--- config.mk ---
export PLATFORM = sky130hd
export DESIGN_NAME = wb_stage
export DESIGN_NICKNAME = d
export VERILOG_FILES = /design/src/rtl/wb_stage.sv
export SDC_FILE = /design/constraint.sdc
export NUM_CORES = 1
export LEC_CHECK = 0
export CORE_UTILIZATION = 32
export DETAILED_ROUTE_END_ITERATION = 10
export MAX_ROUTING_LAYER = met4
export PLACE_DENSITY = 0.65
export SKIP_LAST_GASP = 1
export SYNTH_ARGS = -nofsm -noshare
export SYNTH_HDL_FRONTEND = slang
export SYNTH_SLANG_ARGS = --single-unit
export TNS_END_PERCENT = 20
--- constraint.sdc ---
create_clock -name clk -period 2 [get_ports clk]
set_input_delay 0.5 -clock clk [delete_from_list [all_inputs] [get_ports clk]]
set_output_delay 0.5 -clock clk [all_outputs]
set_load 0.02 [all_outputs]
--- src/rtl/wb_stage.sv ---
// Write-back stage: retires instructions into the register-file write port, issuing and
// extracting data-memory loads. Optional misaligned-load trap under WB_MISALIGN_TRAP_EN.
module wb_stage #(
    parameter int WORD_SIZE = 32,
    parameter int NUM_REGS  = 32,
    parameter int REG_SEL   = $clog2(NUM_REGS),
    parameter int ADDR_SIZE = 10
) (
    input  logic                 clk,
    input  logic                 rst,
    input  logic                 in_valid,
    output logic                 in_ready,
    input  logic                 in_write_reg,
    input  logic                 in_mem_read,
    input  logic [2:0]           in_func3,
    input  logic [REG_SEL-1:0]   in_dest,
    input  logic [WORD_SIZE-1:0] in_alu_result,
    output logic                 dmem_req,
    output logic [ADDR_SIZE-1:0] dmem_addr,
    input  logic [WORD_SIZE-1:0] dmem_rdata,
    input  logic                 dmem_rvalid,
    output logic                 reg_write,
    output logic [REG_SEL-1:0]   rd_select,
    output logic [WORD_SIZE-1:0] rd_data,
`ifdef WB_MISALIGN_TRAP_EN
    output logic                 misalign,
`endif
    output logic                 busy
);

    typedef enum logic [0:0] {
        IDLE      = 1'b0,
        LOAD_WAIT = 1'b1
    } state_t;

    state_t                 state_r, state_next_s;
    logic                   reg_write_r, reg_write_next_s;
    logic [REG_SEL-1:0]     rd_select_r, rd_select_next_s;
    logic [WORD_SIZE-1:0]   rd_data_r, rd_data_next_s;
    logic                   dmem_req_r, dmem_req_next_s;
    logic [ADDR_SIZE-1:0]   dmem_addr_r, dmem_addr_next_s;
    logic [2:0]             func3_r, func3_next_s;
    logic [REG_SEL-1:0]     dest_r, dest_next_s;
    logic                   write_r, write_next_s;
    logic [1:0]             lane_r, lane_next_s;
    logic                   misalign_r, misalign_next_s;
    logic                   load_bad_s;

    // Byte/half select and sign/zero extension of a returned load word.
    function automatic logic [WORD_SIZE-1:0] extract_load(
        input logic [2:0]           f3,
        input logic [1:0]           lane,
        input logic [WORD_SIZE-1:0] word
    );
        logic [7:0]           byte_v;
        logic [15:0]          half_v;
        logic [WORD_SIZE-1:0] res_v;
        case (lane)
            2'd0:    byte_v = word[7:0];
            2'd1:    byte_v = word[15:8];
            2'd2:    byte_v = word[23:16];
            default: byte_v = word[31:24];
        endcase
        if (lane[1]) begin
            half_v = word[31:16];
        end else begin
            half_v = word[15:0];
        end
        case (f3)
            3'b000:  res_v = {{(WORD_SIZE-8){byte_v[7]}}, byte_v};
            3'b100:  res_v = {{(WORD_SIZE-8){1'b0}}, byte_v};
            3'b001:  res_v = {{(WORD_SIZE-16){half_v[15]}}, half_v};
            3'b101:  res_v = {{(WORD_SIZE-16){1'b0}}, half_v};
            default: res_v = word;
        endcase
        return res_v;
    endfunction

`ifdef WB_MISALIGN_TRAP_EN
    // Halfword loads need addr[0]==0; LW needs a word-aligned address.
    function automatic logic is_misaligned(input logic [2:0] f3, input logic [1:0] lo);
        logic bad_v;
        case (f3)
            3'b001, 3'b101: bad_v = lo[0];
            3'b010:         bad_v = (lo != 2'b00);
            default:        bad_v = 1'b0;
        endcase
        return bad_v;
    endfunction

    // Misalignment detection for the instruction presented this cycle.
    always_comb begin
        load_bad_s = is_misaligned(in_func3, in_alu_result[1:0]);
    end
`else
    // Without the trap every load proceeds.
    always_comb begin
        load_bad_s = 1'b0;
    end
`endif

    assign in_ready  = (state_r == IDLE);
    assign busy      = (state_r == LOAD_WAIT);
    assign reg_write = reg_write_r;
    assign rd_select = rd_select_r;
    assign rd_data   = rd_data_r;
    assign dmem_req  = dmem_req_r;
    assign dmem_addr = dmem_addr_r;
`ifdef WB_MISALIGN_TRAP_EN
    assign misalign  = misalign_r;
`endif

    // Next-state and next-output logic; pulses default low, data fields hold.
    always_comb begin
        state_next_s     = state_r;
        reg_write_next_s = 1'b0;
        rd_select_next_s = rd_select_r;
        rd_data_next_s   = rd_data_r;
        dmem_req_next_s  = 1'b0;
        dmem_addr_next_s = dmem_addr_r;
        func3_next_s     = func3_r;
        dest_next_s      = dest_r;
        write_next_s     = write_r;
        lane_next_s      = lane_r;
        misalign_next_s  = 1'b0;
        case (state_r)
            IDLE: begin
                if (in_valid) begin
                    if (in_mem_read) begin
                        if (load_bad_s) begin
                            misalign_next_s = 1'b1;
                        end else begin
                            func3_next_s     = in_func3;
                            dest_next_s      = in_dest;
                            write_next_s     = in_write_reg;
                            lane_next_s      = in_alu_result[1:0];
                            dmem_req_next_s  = 1'b1;
                            dmem_addr_next_s = in_alu_result[ADDR_SIZE+1:2];
                            state_next_s     = LOAD_WAIT;
                        end
                    end else if (in_write_reg && (in_dest != {REG_SEL{1'b0}})) begin
                        reg_write_next_s = 1'b1;
                        rd_select_next_s = in_dest;
                        rd_data_next_s   = in_alu_result;
                    end else begin
                        reg_write_next_s = 1'b0;
                    end
                end else begin
                    state_next_s = IDLE;
                end
            end
            LOAD_WAIT: begin
                if (dmem_rvalid) begin
                    state_next_s = IDLE;
                    // x0 is never written, even by a load.
                    if (write_r && (dest_r != {REG_SEL{1'b0}})) begin
                        reg_write_next_s = 1'b1;
                        rd_select_next_s = dest_r;
                        rd_data_next_s   = extract_load(func3_r, lane_r, dmem_rdata);
                    end else begin
                        reg_write_next_s = 1'b0;
                    end
                end else begin
                    state_next_s = LOAD_WAIT;
                end
            end
            default: begin
                state_next_s = IDLE;
            end
        endcase
    end

    // State and output registers with synchronous active-low reset.
    always_ff @(posedge clk) begin
        if (!rst) begin
            state_r     <= IDLE;
            reg_write_r <= 1'b0;
            rd_select_r <= {REG_SEL{1'b0}};
            rd_data_r   <= {WORD_SIZE{1'b0}};
            dmem_req_r  <= 1'b0;
            dmem_addr_r <= {ADDR_SIZE{1'b0}};
            func3_r     <= 3'b000;
            dest_r      <= {REG_SEL{1'b0}};
            write_r     <= 1'b0;
            lane_r      <= 2'b00;
            misalign_r  <= 1'b0;
        end else begin
            state_r     <= state_next_s;
            reg_write_r <= reg_write_next_s;
            rd_select_r <= rd_select_next_s;
            rd_data_r   <= rd_data_next_s;
            dmem_req_r  <= dmem_req_next_s;
            dmem_addr_r <= dmem_addr_next_s;
            func3_r     <= func3_next_s;
            dest_r      <= dest_next_s;
            write_r     <= write_next_s;
            lane_r      <= lane_next_s;
            misalign_r  <= misalign_next_s;
        end
    end

`ifndef WB_MISALIGN_TRAP_EN
    logic unused_misalign_s;
    assign unused_misalign_s = misalign_r;
`endif

endmodule

== Word level (Yosys, flattened, before mapping) ==
Cells that the tools add are included.
Operators by class
  bitwise logic cells: 2
  multiplexer cells: 25
  reduce and logical (&&, ||, !) cells: 9
  equality and inequality tests: 10
Operator list (number)
  32-bit 2-to-1 mux: 5
  32-bit case mux with 4 select lines: 1
  32-bit case mux with 2 select lines: 1
  5-bit 2-to-1 mux: 5
  8-bit case mux with 3 select lines: 1
  16-bit 2-to-1 mux: 1
  5-bit case mux with 2 select lines: 1
  5-bit nonzero test: 2
  1-bit 2-to-1 mux: 8
  3-bit == test (second input constant): 2
  2-bit inequality test (second input constant): 3
  5-bit AND reduction: 1
  2-bit by 1-bit inequality test with 1-bit output (second input constant): 2
  1-bit case mux with 2 select lines: 2
  3-bit by 1-bit == test with 1-bit output (second input constant): 1
  3-bit logical NOT: 1
  3-bit AND reduction: 1
  2-bit by 1-bit == test with 1-bit output (second input constant): 1
  2-bit == test (second input constant): 1
  1-bit logical AND: 2
  2-bit logical NOT: 1
  1-bit inverter: 2
  2-bit OR reduction: 1
Word-level totals
  register bits after elaboration: 61
  output and inout bits: 51
  bits of input ports: 78

== Depth between registers and ports, before layout ==
  word-level depth: 6
  gate-level depth with buffers: 8
  gate-level depth less buffers: 7

== Worst setup path after synthesis ==
Ideal clock, no wire load.
  path type: input -> register
  start: in in_dest[0]
  end: reg rd_data_r[21], in the netlist rd_data[21]
  slack: 0.138 ns
  stages: 8
  arrival: 1.739 ns
  path through: or4_1 -> o21ai_2 -> nand2_4 -> nand2_2 -> inv_2 -> buf_2 -> o21ai_1 -> o22ai_1
On the way
  word-level cells in the longest chain between the ends: 4
Ends and longest elaborated chain
  from (decl): line 16  | input logic [REG_SEL-1:0] in_dest,
  5-bit nonzero test: line 141  | end else if (in_write_reg && (in_dest != {REG_SEL{1'b0}})) begin
  1-bit logical AND: line 141
  2-bit by 1-bit inequality test with 1-bit output (no source line)
  5-bit AND reduction (no source line)
  to (signal assigned): line 179  | rd_data_r <= {WORD_SIZE{1'b0}};
  to (signal assigned): line 191  | rd_data_r <= rd_data_next_s;
  to (decl): line 39  | logic [WORD_SIZE-1:0] rd_data_r, rd_data_next_s;
Every way passes these cells.
A chain may end at the register's enable or synchronous reset.

== Worst setup path after layout ==
  start: in dmem_rdata[7]
  end: reg rd_data_r[9], in the netlist rd_data[9]
On the way
  word-level cells in the longest chain between the ends: 5
Ends and longest elaborated chain
  from (decl): line 20  | input logic [WORD_SIZE-1:0] dmem_rdata,
  8-bit case mux with 3 select lines: line 58  | case (lane)
  32-bit case mux with 4 select lines: line 69  | case (f3)
  32-bit 2-to-1 mux: line 156  | if (write_r && (dest_r != {REG_SEL{1'b0}})) begin
  32-bit 2-to-1 mux: line 153  | if (dmem_rvalid) begin
  32-bit case mux with 2 select lines: line 126  | case (state_r)
Every way passes these cells. The select of a mux whose other input is x is not followed.

==> results.yml <==
grt:
  grt_pass1_vias: 3215
  grt_max_degree: 33
  grt_pass1_wl_um: 16200
  grt_use_total: 0.217
  antenna_found_initial: 0
  grt_overflow: 0
finish:
  fillCellCount: 880
  syn2layout_area_growth_pct: 58.1
  multiInputGateArea_um2: 1580
  antenna_cells: 0
  seq_area_um2: 1220
  fin_nets: 599
  drive_gt1_frac: 0.133
sta:
  worst_pin_slew_ps: 494
  fin_hold_ws_ps: 456
  rsz0062_at_grt: "true"
  finalCritPeriodShare: 0.993
  slew_headroom: 0.670
  setup_slack_ps: 14.0
  fin_crit_ps: 1990
  finalHoldViolations: 0
  finalSetupTns_ps: 0
  drv_slew: 0
  fmax_mhz: 504
  clock_skew_ps: 11.1
  setup_viol: 0
die:
  dieArea_um2: 9910
  die_y_um: 99.5
  die_w_um: 99.5
  rows: 35
  core_area_um2: 9240
  start_util: 0.329
  io_pins: 129
flow_run:
  max_cap_violations: 0
clock_network:
  postCtsHoldBufs: 0
  cts_tree: "yes"
  htreeDepth: 3
  clock_path_buffers: 2
  cts_buffers: 9
  clkTransAtPathRegs_ps: 70
  ctsRootBufferMaster: "clkbuf_8"
  clock-sinks: 61
  clk_latency_ps: 350
synth:
  syn_inst: 381
  synth_top_area_cell: "dfxtp_1"
  yosysTopAreaCellShare: 0.401
  synth_area_leaders: "dfxtp_1, nand2_1, a21oi_1, o22ai_1, mux2i_1"
  synth.avg_cell_area_um2: 7.99
  synthFlopType: "dfxtp_1"
  ys.warnings.count: 0
  ys_types: 46
  syn_area_um2: 3040
  async_reset_ff_frac: 0
  syn_nets: 459
  synth_edf_count: 0
  ys_ff_latch: 61
  ys_seq_area_frac: 0.401
  synth_common_cells: "dfxtp_1, nand2_1, a21oi_1, o22ai_1, inv_1"
worst_hold_path:
  hold_path.class: "flop to flop"
  hp-start: "write_r"
routing:
  vias_per_cell: 5.13
  dr.pass1.iters: 5
  drtAntennaViolNets: 0
  first_iter_violations: 185
  num_vias: 3357
  avgRoutedWirePerCell_um: 16.2
  totalWireLength_um: 10600
  drc: 0
status:
  outcome: "finished clean"
pwr:
  power_density_nw_per_um2: 654
  seq_power_share: 0.417
  intPower_uw: 2260
  power_switching_uw: 882
  p_leak_uw: 0.00178
  p_sw_frac: 0.280
  combPwrFrac: 0.221
  power.share.clock: 0.362
  ir_drop_mv: 0.344
setup_path:
  worstSetupStartpoint: "dmem_rdata[7]"
  rr_startpoint: "lane_r[1]"
  criticalPathCategory: "input port to flop"
  cp-end-kind: "flop"
  cp-start-kind: "input port"
  path_delay_family: "buffers and inverters"
  critPathSlowestCell: "mux4_2"
  cp.arrival_ps: 2210
  required_ps: 2220
  crit_chain: "clkdlybuf4s50_1 -> mux4_2 -> a211oi_2 -> nand2b_4 -> buf_4 -> a221o_2 -> a31oi_1"
  critical_path.max_stage_delay_ps: 480
  cp_max_fo: 6
  path_buf_inv: 2
placed_design:
  place.gp.congestion: 0.863
  dp_slack_ps: -388
  place_hpwl_um: 7720
  port_buffers: 128
## cells in the final DEF, fill, tap and decap left out, types with 2 or more instances in the layout
master and count:
clkdlybuf4s50_1 126, nand2_1 61, dfxtp_1 61, a21oi_1 42
o22ai_1 31, buf_4 31, inv_1 28, o21ai_1 23
nor2_1 17, mux2i_1 13, a31oi_1 11, clkbuf_8 11
o21ai_0 7, a221o_2 6, a211oi_1 5, a22oi_1 4
o221ai_1 4, nand2b_1 3, and3_1 2, o21ai_2 2
mux2_1 2, o2bb2ai_1 2, clkinv_2 2
## path summary, 6_finish.rpt
| kind | endpoint | slack [ps] | cells after the start |
|---|---|---|---|
| worst min-delay path | write_r | 460 | 2 |
| worst max register to register | rd_data[9] | 100 | 6 |
| worst min register to register | write_r | 460 | 2 |
| worst max-delay path | rd_data[9] | 10 | 7 |
## flip-flops by register name (all words and copies together) (netlist names)
name	flops
lane_r	2
dmem_addr	10
rd_select	5
dest_r	5
func3_r	3
reg_write	1
busy	1
dmem_req	1
write_r	1
rd_data	32
## worst reg2reg max path, stage by stage (launching register included)
cell and delay [ps]:
dfxtp_1 440, mux4_2 550, a211oi_2 260, nand2b_4 180, buf_4 140, a221o_2 120
a31oi_1 80
## repair_timing
item,CTS,global route
setup endpoints to repair,2,32
cloned,0,1
setup buffers,0,1
resized for setup,1,13
pin swaps,0,2
## power by group through the flow
stage               registers (uW)  clock network [uW]  logic (uW)
detailed placement            1340                   0         668
global route                  1320                1210         744
CTS                           1310                1160         670
finish                        1310                1140         695
floorplan                     1380                   0         260
global placement              1340                   0         661
## stage by stage
step / util / area, um2 / std cells / power (uW)
CTS: 0.513 / 4740 / 652 / 3140
finish: 0.521 / 4810 / 654 / 3150
global route: 0.521 / 4810 / 654 / 3270
detailed placement: 0.492 / 4540 / 637 / 2010
floorplan: - / 3040 / 381 / 1640
global placement: 0.492 / 4540 / 637 / 2000
## cell families after synthesis
kind of cell,synth area share
buffers and inverters,0.0995
and+or+nand+nor,0.139
DFF,0.401
AOI/OAI and AO/OA,0.303
muxes,0.0575
## per-layer routing
| metal | GRT usage | up-vias | share of wire |
|---|---|---|---|
| li1 | - | 1657 | - |
| met1 | 0.263 | 1569 | 0.44 |
| met2 | 0.344 | 111 | 0.47 |
| met3 | 0.0492 | 20 | 0.058 |
| met4 | 0.0984 | 0 | 0.028 |
| met5 | - | - | 0 |
## area by class of cell
class                           count  area share
Clock inverter                      4     0.00988
Inverter                           30      0.0239
Tap cell                          129      0.0335
Clock buffer                       11      0.0315
Sequential cell                    61       0.254
Multi-Input combinational cell    259       0.329
Timing Repair Buffer              160       0.319
Power figures use the tool's default switching activity.
==> edit 1: new RTL, config.mk and constraints unchanged <==
The option `WB_MISALIGN_TRAP_EN` is turned on by a define.
--- a/src/rtl/wb_stage.sv
+++ b/src/rtl/wb_stage.sv
@@ -2,2 +2,4 @@
 // extracting data-memory loads. Optional misaligned-load trap under WB_MISALIGN_TRAP_EN.
+`define WB_MISALIGN_TRAP_EN
+
 module wb_stage #(
Behaviour (old outputs only; new: misalign): not the same (Yosys sat finds a counterexample within 4 cycles, from zero or initial values and one cycle with rst low).
==> edit 1 against the original RTL <==
The run now ends with negative setup slack left. Clock skew shrank 5.0 ps. Non-clock buffer count up 7. Sequential cell count rose by 1. Total power grew 1.8%. Routed wire length increased by 5.2%. Cell area up 6.8%. Setup slack worse by 210 ps. Area after synthesis is 9.5% higher. Via count grew 5.7%.
==> edit 1: results (changes against the original RTL) <==
| Metric | Value |
|---|---|
| Outcome | `complete, but fails checks` |
| Violated checks | `negative setup slack` |
| Crit path DAT | `1690 ps (-520 ps)` |
| First DRT Iteration DRCs | `204 (+10%)` |
| Met3 WL | `735 um (+19%)` |
| Top cells by count, synth | `62 x dfxtp_1, 54 x nand2_1, 40 x o21ai_0` |
| Synth area leaders | `dfxtp_1 37%, nand2_1 6.1%, o21ai_0 6.0%` |
| Vias in the first global route | `3,564 (+11%)` |
| Compound-cell area share of the yosys netlist | `0.2593 (-0.04363)` |
| Mux share of post-synthesis cell area | `0.07242 (+0.01488)` |
| Largest net degree at the start of global routing | `53 (+61%)` |
| Met2 wire len | `5.120 mm (+2.8%)` |
| Global placement routability congestion | `0.8638 (+0.10%)` |
| Hpwl dp | `8.356 mm (+8.3%)` |
| PnR worst setup slack | `-191.8 ps (-205.8 ps)` |
| GR Util All Layers | `0.2159 (-0.001164)` |
| Post-Route WL | `11.14 mm (+5.2%)` |
| Syn_nets | `484 (+5.4%)` |
| Setup Viol. Count Final | `29 (+29)` |
| Worst R2R End | `rd_data[1]` |
| Global-route wire length before repair | `18.29 mm (+13%)` |
| CP max stage cell | `clkdlybuf4s50_1` |
| Number of I/O port buffers | `129 (+0.78%)` |
| Fill count | `953 (+8.3%)` |
| Nets | `628 (+4.8%)` |
| Setup TNS | `-641.5 ps (-641.5 ps)` |
| Routed len/inst | `16.19 um (about the same)` |
| Max VDD drop | `0.3771 mV (+9.5%)` |
| Leakage | `1.996 nW (+12%)` |
| Hold EP | `dmem_addr[5]` |
| Layout Skew | `6.045 ps (-5.006 ps)` |
| Worst path max stage delay | `630 ps (+150 ps)` |
| Crit Path Max Fanout | `9 (+3)` |
[edit 1: cell types whose count changed after synthesis, moves of 9 or more]
| cell | before | now |
|---|---|---|
| o21ai_0 | 9 | 40 |
| o22ai_1 | 31 | 0 |
| nand3_1 | 1 | 31 |
| a21oi_1 | 42 | 21 |
| inv_1 | 28 | 7 |
| o21ai_1 | 21 | 1 |
| o211ai_1 | 1 | 19 |
| a21boi_0 | 0 | 16 |
| or3_1 | 0 | 16 |
| a31oi_1 | 11 | 0 |
| o211a_1 | 0 | 9 |
[edit 1: final cells by class]
| cell class | count | area (um2) | area share |
|---|---|---|---|
| tap | 133 | 166.4 | 0.03236 |
| inverter | 8 | 33.78 | 0.006569 |
| sequential | 62 | 1242 | 0.2416 |
| clock buffer | 13 | 158.9 | 0.03090 |
| clock inverter | 3 | 42.54 | 0.008273 |
| multi-input combinational | 302 | 1899 | 0.3693 |
| timing repair buffer | 167 | 1599 | 0.3109 |
[edit 1: kinds of logic after synthesis]
| family | Yosys count |
|---|---|
| AO/OA/AOI/OAI | 127 |
| buffers and inverters | 42 |
| AND/OR/NAND/NOR | 153 |
| multiplexers | 22 |
| flip-flops | 62 |
[edit 1: metrics by stage]
step,power (W),hold WS (ps),cell area [um2],setup slack (ps)
after floorplan,0.001683,455.5,3334,101.3
after global placement,0.002071,452.2,4920,-572.0
after detailed placement,0.002077,462.4,4920,-671.5
after CTS,0.003224,469.8,5127,-231.0
after global routing,0.003334,490.4,5142,-247.9
final,0.003202,470.9,5142,-191.8
[edit 1: what timing repair did]
item	4_1_cts	5_1_grt
gates resized for setup	1	3
endpoints found under the hold margin	0	0
endpoints found under the setup margin	50	57
cloned	0	0
pin swaps	0	1
[edit 1: power breakdown]
| group | leakage [nW] | internal (W) | switching, W |
|---|---|---|---|
| logic | 1.39 | 0.000381 | 0.000342 |
| clock network | 0.0996 | 0.000643 | 0.000499 |
| registers | 0.506 | 0.00129 | 0.0000432 |
| total | 2.00 | 0.00232 | 0.000884 |
[edit 1: worst register-to-register path, stage by stage, from the launching register on]
cell and delay (ps):
dfxtp_1 470, buf_4 270, inv_1 100, a21oi_1 470, o21ai_0 160, o221ai_1 210, o211a_1 180
[edit 1: worst max path at each step]
stage	end	cells after the start	start	slack, ps
after CTS	in_ready	2	busy	-230
after global routing	busy	2	busy	-250
final	busy	2	busy	-190
after global placement	rd_data[17]	6	dmem_rdata[31]	-570
after floorplan	rd_data[7]	6	in_dest[0]	100
after detailed placement	dest_r[1]	7	in_func3[1]	-670
[edit 1: routing by layer]
layer | vias up | GRT usage
met3 | 10 | 0.05388
met1 | 1649 | 0.2736
li1 | 1752 | -
met4 | 0 | 0.04898
met5 | - | -
met2 | 136 | 0.3457
==> edit 2: new RTL, same flow settings <==
Without the edit above. Reset style: asynchronous (`rst`), changed in one clocked block. Comments in the files are not updated.
--- a/src/rtl/wb_stage.sv
+++ b/src/rtl/wb_stage.sv
@@ -173,3 +173,3 @@
     // State and output registers with synchronous active-low reset.
-    always_ff @(posedge clk) begin
+    always_ff @(posedge clk or negedge rst) begin
         if (!rst) begin
Behaviour: differs if rst is asserted again (counterexample within 4 cycles, from zero or initial values and one cycle with rst low); with rst held inactive, the same outputs for 4 cycles.
==> edit 2 against the original RTL <==
Sequential cell count unchanged. Cell area increased by 7.6%. Die area grew 11%. Core utilization fell by 1.7 points. Area after synthesis grew 11%. Clock skew fell by 4.3 ps. Routed wire length is 3.7% higher. Setup slack gained 63 ps. Synthesized cell count fell by 16%. Fmax increased by 3.3%.
Power is not compared: it rests on default switching activity, and its combinational part moved more than twofold at a synthesized area within 25%.
==> edit 2: results (changes against the original RTL) <==
| Metric | Value |
|---|---|
| Largest net degree at the start of global routing | `59 (+79%)` |
| Met1 usage in global routing | `0.2652 (+0.002297)` |
| Sequential area share after synthesis | `0.4507 (+0.04953)` |
| Post-DR vias/cell | `5.243 (+2.1%)` |
| Synth area leaders | `dfrtp_1 45%, mux2_2 10%, mux2i_1 6.2%` |
| Comb_multi_in | `225 (-13%)` |
| Core Util, Final | `0.5040 (-0.01690)` |
| Compound-cell area share of the yosys netlist | `0.1721 (-0.1308)` |
| Met2 wire len | `5.349 mm (+7.4%)` |
| Placed insts | `584 (-8.3%)` |
| Met3 usage | `0.04429 (-0.004900)` |
| CP max stage cell | `clkdlybuf4s50_1` |
| Fill count | `972 (+10%)` |
| Outcome | `complete, no violations` |
| Hpwl dp | `8.001 mm (+3.7%)` |
| Global-route wire length before repair | `17.37 mm (+7.6%)` |
| Inverters, non-clock | `5 (-83%)` |
| Hold Crit Class | `input pin to asynchronous set/reset pin` |
| Syn Inst Count | `321 (-16%)` |
| Non-Filler Instances | `602 (-8.0%)` |
| Routed len/inst | `18.25 um (+13%)` |
| Clock root buffer | `clkbuf_8` |
| Met2 Track Usage GR | `0.3321 (-0.01195)` |
| Layout cell share with drive strength beyond 1 | `0.2167 (+0.08340)` |
| Worst Tran Pin Value | `422.1 ps (-71.77 ps)` |
| Vias in the first global route | `3,282 (+2.1%)` |
| Mux share of post-synthesis cell area | `0.1950 (+0.1375)` |
| Clock buf/inv share | `0.03261 (-0.008722)` |
| Ys flop type | `dfrtp_1` |
| Met3 WL | `837 um (+36%)` |
| Global placement routability congestion | `0.8390 (-2.8%)` |
| Worst path max stage delay | `440 ps (-40 ps)` |
| Layout Skew | `6.787 ps (-4.265 ps)` |
| Area after DPL | `4950 um2 (+9.0%)` |
| Post-synthesis cell type count | `37 (-20%)` |
| Seq/total area | `0.2952 (+0.04147)` |
| Syn_nets | `399 (-13%)` |
| First DRT Iteration DRCs | `180 (-2.7%)` |
| GR Util All Layers | `0.2095 (-0.007631)` |
| Metal1 wirelength | `4.668 mm (-0.64%)` |
| Area of the multi-input gates | `1724 um2 (+9.0%)` |
| Post-Synth XOR/XNOR Area | `0 (unchanged)` |
| Worst slack, placed | `-370.5 ps (+17.70 ps)` |
| CLK BUF | `13 (+2)` |
## edit 2: power by group through the flow
stage	Clock, W	Sequential, W	Combinational [W]
after global placement	0	0.00195	0.00261
after CTS	0.00100	0.00194	0.00266
final	0.000983	0.00195	0.00267
after floorplan	0	0.00236	0.000937
after detailed placement	0	0.00196	0.00265
after global routing	0.00105	0.00201	0.00283
## edit 2: path summary, 6_finish.rpt
| path | end | start | depth (start not counted) | slack (ps) |
|---|---|---|---|---|
| max | rd_data[24] | dmem_rdata[7] | 7 | 80 |
| min | dmem_req | rst | 1 | 80 |
| max reg2reg | rd_data[24] | lane_r[1] | 6 | 100 |
| min reg2reg | rd_data[23] | rd_data[23] | 1 | 500 |
| max in group asynchronous | func3_r[1] | rst | 2 | 1300 |
| min in group clk | rd_data[23] | rd_data[23] | 1 | 500 |
## edit 2: worst register-to-register path, stage by stage (launching register included)
cell	delay [ps]
dfrtp_1	460
mux2_2	380
a22oi_2	190
buf_4	180
buf_6	160
a41oi_2	110
mux2_1	310
